**config.mk**
```make
export PLATFORM = sky130hd
export DESIGN_NAME = button_conditioner
export DESIGN_NICKNAME = d
export VERILOG_FILES = /design/src/rtl/button_conditioner.sv
export SDC_FILE = /design/constraint.sdc
export NUM_CORES = 1
export LEC_CHECK = 0
export ABC_AREA = 1
export BUFFER_PORTS_ARGS = -buffer_cell sky130_fd_sc_hd__buf_2
export CAP_MARGIN = 20
export CELL_PAD_IN_SITES_DETAIL_PLACEMENT = 0
export CELL_PAD_IN_SITES_GLOBAL_PLACEMENT = 2
export CORE_UTILIZATION = 36
export CTS_CLUSTER_DIAMETER = 60
export CTS_CLUSTER_SIZE = 12
export DETAILED_ROUTE_END_ITERATION = 12
export GPL_ROUTABILITY_DRIVEN = 0
export PLACE_DENSITY = 0.82
export REMOVE_ABC_BUFFERS = 1
export SETUP_SLACK_MARGIN = 0.5
export SLEW_MARGIN = 10
export SYNTH_ARGS = -nofsm -noshare
export SYNTH_HDL_FRONTEND = slang
export SYNTH_SLANG_ARGS = --single-unit
```
**constraint.sdc**
```tcl
create_clock -name i_clk -period 2.7 [get_ports i_clk]
set_clock_uncertainty 0.2 [all_clocks]
set_input_delay 0.135 -clock i_clk [delete_from_list [all_inputs] [get_ports i_clk]]
set_output_delay 0.135 -clock i_clk [all_outputs]
set_load 0.02 [all_outputs]
```
**src/rtl/button_conditioner.sv**
```systemverilog
// Button conditioner: debounces an already-synchronized button level and
// derives rise/fall pulses, a one-shot long-press pulse and a press counter.
// Every output comes straight from a flop. Reset is asynchronous and clears
// all state, so a reset can never produce a pulse.
module button_conditioner #(
  parameter int unsigned DEBOUNCE_CLKS   = 250000,
  parameter int unsigned LONG_PRESS_CLKS = 25000000
) (
  input  logic       i_clk,
  input  logic       i_rst_n,
  input  logic       i_sync_in,
  output logic       o_level,
  output logic       o_rise,
  output logic       o_fall,
  output logic       o_long,
  output logic [7:0] o_press_count
);

  localparam int unsigned DB_W   = $clog2(DEBOUNCE_CLKS) + 1;
  localparam int unsigned HOLD_W = $clog2(LONG_PRESS_CLKS) + 1;

  // The debounce counter holds the number of disagreeing samples seen so far.
  // When it already holds DEBOUNCE_CLKS-1, the next disagreeing sample is the
  // qualifying one.
  localparam logic [DB_W-1:0]   DB_LAST   = DB_W'(DEBOUNCE_CLKS - 1);
  localparam logic [DB_W-1:0]   DB_ONE    = DB_W'(1);
  // The hold counter is cleared on the rise edge and counts every edge after
  // it. It therefore holds LONG_PRESS_CLKS-1 just before the edge that fires.
  localparam logic [HOLD_W-1:0] HOLD_FIRE = HOLD_W'(LONG_PRESS_CLKS - 1);
  localparam logic [HOLD_W-1:0] HOLD_ONE  = HOLD_W'(1);
  localparam logic [HOLD_W-1:0] HOLD_MAX  = {HOLD_W{1'b1}};

  typedef enum logic [1:0] {
    S_LOW,
    S_PEND_HIGH,
    S_HIGH,
    S_PEND_LOW
  } state_e;

  state_e            state_q, state_d;
  logic [DB_W-1:0]   db_cnt_q, db_cnt_d;
  logic [HOLD_W-1:0] hold_q, hold_d;
  logic              level_q, level_d;
  logic              rise_q, rise_d;
  logic              fall_q, fall_d;
  logic              long_q, long_d;
  logic [7:0]        press_q, press_d;

  // Next-state decode: debounce FSM, edge pulses, hold timer and press count
  always_comb begin
    state_d  = state_q;
    db_cnt_d = db_cnt_q;
    rise_d   = 1'b0;
    fall_d   = 1'b0;

    unique case (state_q)
      S_LOW: begin
        if (i_sync_in) begin
          state_d  = S_PEND_HIGH;
          db_cnt_d = DB_ONE;
        end else begin
          db_cnt_d = '0;
        end
      end

      S_PEND_HIGH: begin
        if (!i_sync_in) begin
          // The high run broke before qualifying, so it was only a glitch.
          state_d  = S_LOW;
          db_cnt_d = '0;
        end else if (db_cnt_q == DB_LAST) begin
          state_d  = S_HIGH;
          db_cnt_d = '0;
          rise_d   = 1'b1;
        end else begin
          db_cnt_d = db_cnt_q + DB_ONE;
        end
      end

      S_HIGH: begin
        if (!i_sync_in) begin
          state_d  = S_PEND_LOW;
          db_cnt_d = DB_ONE;
        end else begin
          db_cnt_d = '0;
        end
      end

      S_PEND_LOW: begin
        if (i_sync_in) begin
          state_d  = S_HIGH;
          db_cnt_d = '0;
        end else if (db_cnt_q == DB_LAST) begin
          state_d  = S_LOW;
          db_cnt_d = '0;
          fall_d   = 1'b1;
        end else begin
          db_cnt_d = db_cnt_q + DB_ONE;
        end
      end

      default: begin
        state_d  = S_LOW;
        db_cnt_d = '0;
      end
    endcase

    level_d = (state_d == S_HIGH) || (state_d == S_PEND_LOW);

    // The hold timer keeps running through S_PEND_LOW because the debounced
    // level is still high there. It saturates so it can never wrap back to
    // the firing value.
    hold_d = hold_q;
    if (rise_d) begin
      hold_d = '0;
    end else if (level_q && (hold_q != HOLD_MAX)) begin
      hold_d = hold_q + HOLD_ONE;
    end

    // When the fall and the long-press threshold land on the same edge, the
    // fall takes priority. The equality test fires only once per press,
    // because the counter moves past HOLD_FIRE and never comes back.
    long_d = level_q && !fall_d && (hold_q == HOLD_FIRE);

    press_d = press_q;
    if (rise_d) begin
      press_d = press_q + 8'd1;
    end
  end

  // State and output registers; reset clears everything without a clock edge
  always_ff @(posedge i_clk or negedge i_rst_n) begin
    if (!i_rst_n) begin
      state_q  <= S_LOW;
      db_cnt_q <= '0;
      hold_q   <= '0;
      level_q  <= 1'b0;
      rise_q   <= 1'b0;
      fall_q   <= 1'b0;
      long_q   <= 1'b0;
      press_q  <= 8'd0;
    end else begin
      state_q  <= state_d;
      db_cnt_q <= db_cnt_d;
      hold_q   <= hold_d;
      level_q  <= level_d;
      rise_q   <= rise_d;
      fall_q   <= fall_d;
      long_q   <= long_d;
      press_q  <= press_d;
    end
  end

  assign o_level       = level_q;
  assign o_rise        = rise_q;
  assign o_fall        = fall_q;
  assign o_long        = long_q;
  assign o_press_count = press_q;

endmodule

```
==> impl_metrics.yaml, run 1 <==
critical_path:
  crit_path_max_fanout: 31
  cp-end-kind: "flop"
  worstReg2RegStart: "db_cnt_q[0]"
  crit_top_cell: "nand3_1"
  path_class: "reg -> reg"
  cp-startpoint: "db_cnt_q[0]"
  slowest_stage: "dfrtp_1"
  reg2reg_depth: 8
  crit_chain: "ha_1 > nand2_1 > nor2_4 > nand3_1 > nor2_2 > nand3_1 > buf_4 > xor2_1"
  max_stage_delay_ns: 0.40
  arrival_ns: 2.10
  cp.depth: 8
  worst-path-buf-inv: 1
  crit_family: "simple AND/OR/NAND/NOR gates"
  cp_data_required_time_ns: 2.71
  worstSetupStartpointType: "flop"
cells_and_area:
  n_antenna_cell: 0
  layout_commonest_cell: "nand2_1"
  syn_to_final_growth_pct: 11.20
  layout.nets: 534
  mostFrequentLayoutCells: "nand2_1, nor2_1, nand3_1"
  stdcell_area_sq_um: 4086
  drive_gt1_frac: 0.1144
sta:
  hold_viol_final: 0
  tightest_slew_ns: 0.7933
  tns_ns: 0
  period_share: 0.7721
  slew_headroom: 0.4711
  rsz0062_at_grt: "true"
  fmax_mhz: 479.7
  setup_viol: 0
  layout_min_cycle_time_ns: 2.085
  slew_violations: 0
global_routing:
  grt_pass1_vias: 3091
  grtUsageMet2: 0.3338
  grtUsageMet1: 0.2317
  globalRoute.totalOverflow: 0
  gr-max-usage-layer: "met2"
  grt.total_usage: 0.1892
  grt_pass1_wl_mm: 15.23
  antenna_found_initial: 0
  grt_max_degree: 60
  met3_usage: 0.04068
clocking:
  clk_latency_ns: 0.35
  cts_root_buffer: "clkbuf_8"
  cts_tree: "yes"
  cts.sinks: 59
  h-tree-depth: 3
  clockBufferDepth: 2
  post_cts_buffers: 0
  cts_made_buffers: 9
  cts.clk_slew.worst_paths_ns: 0.07
synthesis:
  synth_top_cell_area_share: 0.4018
  ys_warn_count: 0
  syn_area_sq_um: 3675
  post_synth_num_cell_types: 29
  yosys.area.top_type: "dfrtp_1"
  synth.avg_cell_area_sq_um: 7.220
  ys_seq_elements: 59
  synth_area_leaders: "dfrtp_1, nand2_1, nand3_1"
  yosysSeqAreaShare: 0.4018
  synth_cells: 509
placement:
  dpl.hpwl_mm: 6.071
  portBuffers: 14
  placed_area_sq_um: 3849
routing:
  drt_iter0_drc: 155
  ant_nets: 0
  drc: 0
  vias: 3217
  viasPerCell: 4.830
  first_pass_iters: 4
  totalWireLength_mm: 9.108
  wire_per_inst_microns: 13.68
power:
  p_sw_w: 0.0004261
  p_leak_nw: 1.852
  vdd_ir_drop_max_mv: 0.2739
  power_frac_seq: 0.529
  sw_frac_of_total: 0.2534
  clkPwrFrac: 0.449
  p_comb_frac: 0.022
  p_int_w: 0.001256
  finalPower_w: 0.001682
  power_density_nw_per_um2: 411.5
outcome:
  status: "completed"
floorplanning:
  die_h_microns: 103.0
  ios: 15
  start_util: 0.3742
  die_w_microns: 103.0
  dieArea_sq_um: 10620
  fp.coreArea_sq_um: 9819
  row_count: 36
hold_path:
  hp-class: "in -> async"
run:
  max_cap_violations: 0
==> cell usage after synthesis <==
cell type and instances:
nor2_4 4, nand2_4 2, nand2_2 2, nand4_1 7
buf_2 8, xnor2_1 12, a31oi_1 1, nand4_2 1
buf_6 4, inv_4 1, and3_1 1, inv_1 51
a21oi_1 6, nand3b_1 6, nor2_1 76, nand2_1 152
ha_1 3, o21ai_0 7, o21bai_1 1, xor2_1 13
dfrtp_1 59, nand2_8 1, inv_2 1, nor2_2 1
o21ai_1 6, nand3_2 12, nand3_1 63, nor4_1 1
nor3_1 7
==> worst reg2reg max path: cells and delay by family (launching register included) <==
family                   cells  cell delay (ns)
flip-flops                   1             0.40
buffers and inverters        1             0.26
XOR/XNOR                     1             0.22
AND/OR/NAND/NOR              5             0.71
adder cells (fa/ha/maj)      1             0.18
==> power groups by stage <==
| stage | clock network [W] | logic, W | registers (W) |
|---|---|---|---|
| 3_5_place_dp | 0 | 0.0000364 | 0.000906 |
| 5_1_grt | 0.000816 | 0.0000452 | 0.000889 |
| 3_3_place_gp | 0 | 0.0000365 | 0.000906 |
| 6_report | 0.000755 | 0.0000374 | 0.000889 |
| 2_1_floorplan | 0 | 0.0000109 | 0.000906 |
| 4_1_cts | 0.000784 | 0.0000388 | 0.000889 |
==> cells by family (layout without fill, tap and decap cells) <==
kind of cell | Yosys count | count (layout) | share of synthesized area
xor+xnor | 25 | 25 | 0.05958
compound gates | 21 | 21 | 0.02962
fa+ha+maj | 3 | 3 | 0.01022
buf+inv | 65 | 88 | 0.07797
flops | 59 | 59 | 0.4018
simple gates | 336 | 337 | 0.4208
==> area by class of cell <==
cell class / count / area (sq um)
Tap cell: 133 / 166.4
Fill cell: 1108 / 5733
Multi-Input combinational cell: 386 / 1943
Clock buffer: 11 / 141.4
Clock inverter: 5 / 37.54
Sequential cell: 59 / 1478
Timing Repair Buffer: 19 / 116.4
Inverter: 53 / 203.9
==> worst paths after layout <==
check                      slack (ns)          endpoint
setup / recovery                 0.62  o_press_count[0]
hold / removal                   0.29        hold_q[23]
setup reg to reg                 0.62  o_press_count[0]
hold reg to reg                  0.33       db_cnt_q[0]
max in group asynchronous        1.46         hold_q[0]
min in group i_clk               0.33       db_cnt_q[0]
==> layer usage <==
layer	share of wire	up-vias
met5	0	-
li1	-	1650
met3	0.024	9
met1	0.47	1521
met4	0.011	0
met2	0.50	37
==> through the flow <==
stage	utilization	hold WS (ns)	worst slack, ns	instances
floorplan	-	-0.3606	0.4169	497
global placement	0.3919	0.1606	0.3253	647
detailed placement	0.3919	0.1566	0.2858	647
CTS	0.4131	0.3078	0.5423	665
global route	0.4162	0.3502	0.4618	666
finish	0.4162	0.2882	0.6153	666
==> flip-flops by register name, indices dropped and copies added, names as in the netlist <==
name           flops
o_long             1
hold_q            26
state_q            2
o_fall             1
o_rise             1
o_level            1
db_cnt_q          19
o_press_count      8
==> what timing repair did <==
action / in CTS / in global routing
gates cloned: 0 / 1
endpoints found under the setup margin: 36 / 30
hold buffers: 2 / 0
hold endpoints to repair: 60 / 0
gates resized for setup: 4 / 3
Power figures use the tool's default switching activity.
==> inputs of run 2 (changes only) <==
- clock period: 2.7 -> 2.1 ns (I/O delays scaled with it)
==> run 2 against run 1 <==
Effect of this change:
- critical endpoint unchanged
- sequential power rose by 28%
- via count is 5.8% higher
- final area is 15% higher
- flip-flop and latch count stayed put
- hold slack worse by 0.25 ns
==> impl_metrics.yaml, run 2 (same netlist as run 1, synthesis figures left out) <==
outcome:
  status: "completed"
power:
  finalPower_w: 0.002466
  p_leak_nw: 2.102
  vdd_ir_drop_max_mv: 0.2606
  power_density_nw_per_um2: 524.2
run:
  max_cap_violations: 0
cells_and_area:
  layout_commonest_cell: "nand2_1"
  stdcell_area_sq_um: 4705
  nFillCells: 1030
  largest_reg_flops: 26
  final_util: 0.4791
  mostFrequentLayoutCells: "nand2_1, nor2_1, dfrtp_1"
  layout.nets: 563
  n_antenna_cell: 0
  drive_gt1_frac: 0.2491
  syn_to_final_growth_pct: 28.02
  regMostFlops: "hold_q"
sta:
  layout_min_cycle_time_ns: 1.915
  slew_violations: 0
  hold_viol_final: 0
  setup_viol: 0
  fin_ws_ns: 0.1848
  tightest_slew_ns: 0.5145
  rsz0062_at_grt: "true"
  period_share: 0.9120
  slew_headroom: 0.6570
  fmax_mhz: 522.2
critical_path:
  cp_data_required_time_ns: 2.14
  worstSetupStartpointType: "flop"
  path_class: "reg -> reg"
  arrival_ns: 1.96
  cp-end-kind: "flop"
  crit_path_max_fanout: 8
  reg2reg_depth: 9
clocking:
  cts_root_buffer: "clkbuf_8"
  clockBufferDepth: 2
  cts.sinks: 59
  cts_made_buffers: 9
  cts.clk_slew.worst_paths_ns: 0.08
  cts_tree: "yes"
  h-tree-depth: 3
  clk_latency_ns: 0.35
floorplanning:
  start_util: 0.3742
  ios: 15
  die_h_microns: 103.0
  row_count: 36
  die_w_microns: 103.0
  dieArea_sq_um: 10620
  fp.coreArea_sq_um: 9819
global_routing:
  grt_max_degree: 29
  grt_pass1_wl_mm: 16.53
  globalRoute.totalOverflow: 0
  grt_pass1_vias: 3299
  grt.total_usage: 0.2070
  antenna_found_initial: 0
placement:
  portBuffers: 14
  dp_slack_ns: 0.1016
  dpl.hpwl_mm: 6.472
  placed_area_sq_um: 3964
routing:
  drt_iter0_drc: 133
  drc: 0
  wire_per_inst_microns: 14.41
  first_pass_iters: 4
  viasPerCell: 4.895
  totalWireLength_mm: 10.01
  ant_nets: 0
  vias: 3402
hold_path:
  hp-class: "in -> async"
## run 2: changes by cell type in the layout (fill, tap and decap cells not counted), sizes merged
cell,before,now
clkbuf,11,14
nand2,158,157
buf,17,45
inv,54,51
bufinv,0,2
## run 2: worst paths after layout
path                                   from          endpoint  slack (ns)
max in group asynchronous           i_rst_n        state_q[1]        1.09
min reg2reg                o_press_count[6]  o_press_count[6]        0.34
max                             db_cnt_q[0]  o_press_count[0]        0.18
min in group i_clk                i_sync_in  o_press_count[3]        0.10
max reg2reg                     db_cnt_q[0]  o_press_count[0]        0.18
min                                 i_rst_n        hold_q[19]        0.04
## run 2: per-stage QoR
stage          hold slack (ns)  setup TNS, ns  cells
2_1_floorplan          -0.3906         -3.163    497
3_3_place_gp          -0.09380              0    659
3_5_place_dp          -0.09584              0    659
4_1_cts                0.05287              0    692
5_1_grt                 0.1093              0    695
6_report               0.04266              0    695
## run 2: power by group
group | switching (W) | internal (W) | total (W) | leakage, nW
clock network | 0.000515 | 0.000732 | 0.00125 | 0.113
registers | 0.00000387 | 0.00114 | 0.00114 | 0.813
logic | 0.0000472 | 0.0000286 | 0.0000759 | 1.18
## run 2: worst max-delay path, cell delays in order (launching register included)
cell and delay [ns]:
dfrtp_1 0.36, ha_2 0.19, nand2_2 0.07, nor2_4 0.11, buf_6 0.11, nand3_4 0.07
nor2_4 0.18, nand3_4 0.18, buf_12 0.20, xor2_1 0.14
## run 2: timing repair
action / 4_1_cts / 5_1_grt
pin swaps: 15 / 30
cloned: 2 / 2
hold buffers: 2 / 0
hold endpoints to repair: 64 / 0
buffers inserted: 13 / 1
gates resized for setup: 42 / 39
setup endpoints to repair: 59 / 59
## run 2: layer usage
layer	wire, microns	vias to the layer above	GRT usage
li1	-	1712	-
met1	4752	1618	0.2636
met2	4826	55	0.3508
met3	215	17	0.02983
met4	218	0	0.08776
met5	0	-	0
## run 2: final cells by class
type	instances	area, sq um	area share
repair buffers	49	484.2	0.1029
multi-input cells	385	2136	0.4540
flip-flops and latches	59	1478	0.3141
inverters	53	212.7	0.04521
clock inverters	4	72.57	0.01543
well taps	133	166.4	0.03537
clock buffers	12	155.1	0.03298
==> inputs of run 3 (changes only) <==
- CELL_PAD_IN_SITES_DETAIL_PLACEMENT: 0 -> default
- CELL_PAD_IN_SITES_GLOBAL_PLACEMENT: 2 -> default
- CORE_UTILIZATION: 36 -> 55
- PLACE_DENSITY: 0.82 -> 0.74
==> run 3 against run 2 <==
Effect of this change:
- total power fell by 6.4%
- critical path depth stayed put
- final area shrank 1.4%
- worst setup slack got worse by 0.0083 ns
- routed wire length fell by 1.5%
- register-to-register slack hardly changed
- clock power shrank 13%
- hold slack better by 0.059 ns
- combinational power decreased by 2%
- global-route usage up 7.7 points
- non-clock buffer count up 5
==> impl_metrics.yaml, run 3 (same netlist as run 1, synthesis figures left out) <==
critical_path:
  max_stage_delay_ns: 0.39
  cp_data_required_time_ns: 2.13
  crit_path_max_fanout: 8
  crit_chain: "ha_2 > nand2_2 > nor2_4 > nand3_2 > nor2_4 > nand3_4 > clkbuf_16 > nand3_2 > nand2_1"
  worstReg2RegStart: "db_cnt_q[1]"
  arrival_ns: 1.95
  worstSetupStartpointType: "flop"
  cp-end-kind: "flop"
  cp-startpoint: "db_cnt_q[1]"
  slowest_stage: "dfrtp_1"
  path_class: "reg -> reg"
global_routing:
  grtUsageMet2: 0.4834
  gr-max-usage-layer: "met2"
  grt_pass1_wl_mm: 15.77
  grt.total_usage: 0.2839
  grt_max_degree: 60
  grt_pass1_vias: 3553
  globalRoute.totalOverflow: 0
  grtUsageMet1: 0.3365
  met3_usage: 0.04055
  antenna_found_initial: 0
outcome:
  status: "completed"
power:
  p_leak_nw: 2.114
  p_int_w: 0.001797
  clkPwrFrac: 0.472
  finalPower_w: 0.002309
  power_frac_seq: 0.496
  p_sw_w: 0.0005118
  sw_frac_of_total: 0.2217
  power_density_nw_per_um2: 497.6
  p_comb_frac: 0.032
  vdd_ir_drop_max_mv: 0.3884
cells_and_area:
  layout.nets: 568
  largest_reg_flops: 26
  syn_to_final_growth_pct: 26.25
  mostFrequentLayoutCells: "nand2_1, nor2_1, dfrtp_1"
  regMostFlops: "hold_q"
  n_antenna_cell: 0
  layout_commonest_cell: "nand2_1"
  drive_gt1_frac: 0.2690
placement:
  dpl.hpwl_mm: 5.626
  dp_slack_ns: 0.1029
  portBuffers: 14
sta:
  rsz0062_at_grt: "true"
  fmax_mhz: 519.9
  setup_viol: 0
  slew_headroom: 0.7825
  slew_violations: 0
  holdWs_ns: 0.1016
  tightest_slew_ns: 0.3233
  hold_viol_final: 0
  fin_ws_ns: 0.1766
  period_share: 0.9159
  layout_min_cycle_time_ns: 1.923
floorplanning:
  start_util: 0.5754
  row_count: 29
  die_h_microns: 83.74
  dieArea_sq_um: 7012
  ios: 15
  fp.coreArea_sq_um: 6386
  die_w_microns: 83.74
hold_path:
  hp-class: "in -> async"
routing:
  ant_nets: 0
  drc: 0
  drt_iter0_drc: 268
  wire_per_inst_microns: 15.36
  totalWireLength_mm: 9.859
  viasPerCell: 5.562
  vias: 3571
  first_pass_iters: 5
clocking:
  cts_made_buffers: 9
  cts.sinks: 59
  cts_tree: "yes"
  cts_root_buffer: "clkbuf_8"
  cts.clk_slew.worst_paths_ns: 0.07
  clk_latency_ns: 0.34
  clockBufferDepth: 2
  h-tree-depth: 3
run:
  max_cap_violations: 0
run 3: final cells by class:
type                    count  area, sq um
clock buffers              12        165.2
clock inverters             2        35.03
fillers                   484         1747
inverters                  53        215.2
multi-input cells         385         2131
flip-flops and latches     59         1479
well taps                  77        96.34
repair buffers             54        518.0
run 3: per-stage QoR:
| step | util | setup TNS [ns] | area (sq um) | std cells |
|---|---|---|---|---|
| final | 0.7265 | 0 | 4639 | 642 |
| after global routing | 0.7265 | 0 | 4639 | 642 |
| after CTS | 0.6959 | 0 | 4444 | 637 |
| after detailed placement | 0.5995 | 0 | 3829 | 596 |
| after global placement | 0.5995 | 0 | 3829 | 596 |
| after floorplan | - | -3.163 | 3590 | 497 |
run 3: final timing paths:
path                                     to  slack, ns  depth (start not counted)
setup reg to reg                 hold_q[17]       0.18                          9
hold / removal                    hold_q[2]       0.10                          3
hold reg to reg            o_press_count[6]       0.34                          2
min in group i_clk         o_press_count[6]       0.34                          2
max in group asynchronous         hold_q[9]       1.32                          3
setup / recovery                 hold_q[17]       0.18                          9
run 3: what timing repair did:
item / CTS / global route
gates resized for setup: 52 / 39
pin swaps: 15 / 24
cloned: 2 / 1
endpoints found under the hold margin: 63 / 0
buffers inserted: 23 / 4
hold buffers: 2 / 0
endpoints found under the setup margin: 59 / 59
run 3: layer usage:
layer,vias up,part of all wire
met2,127,0.50
met3,49,0.045
met5,-,0
li1,1714,-
met1,1681,0.41
met4,0,0.046
run 3: power by group through the flow:
stage | registers, W | logic [W] | clock network (W)
after CTS | 0.00114 | 0.0000707 | 0.00110
after global routing | 0.00114 | 0.0000831 | 0.00115
after floorplan | 0.00116 | 0.0000140 | 0
final | 0.00114 | 0.0000745 | 0.00109
after detailed placement | 0.00116 | 0.0000508 | 0
after global placement | 0.00116 | 0.0000497 | 0
run 3: worst max-delay path, delay by kind of cell (launching register included):
kind | cells | cell delay, ns
fa+ha+maj | 1 | 0.21
flops | 1 | 0.39
simple gates | 7 | 0.80
buf+inv | 1 | 0.22
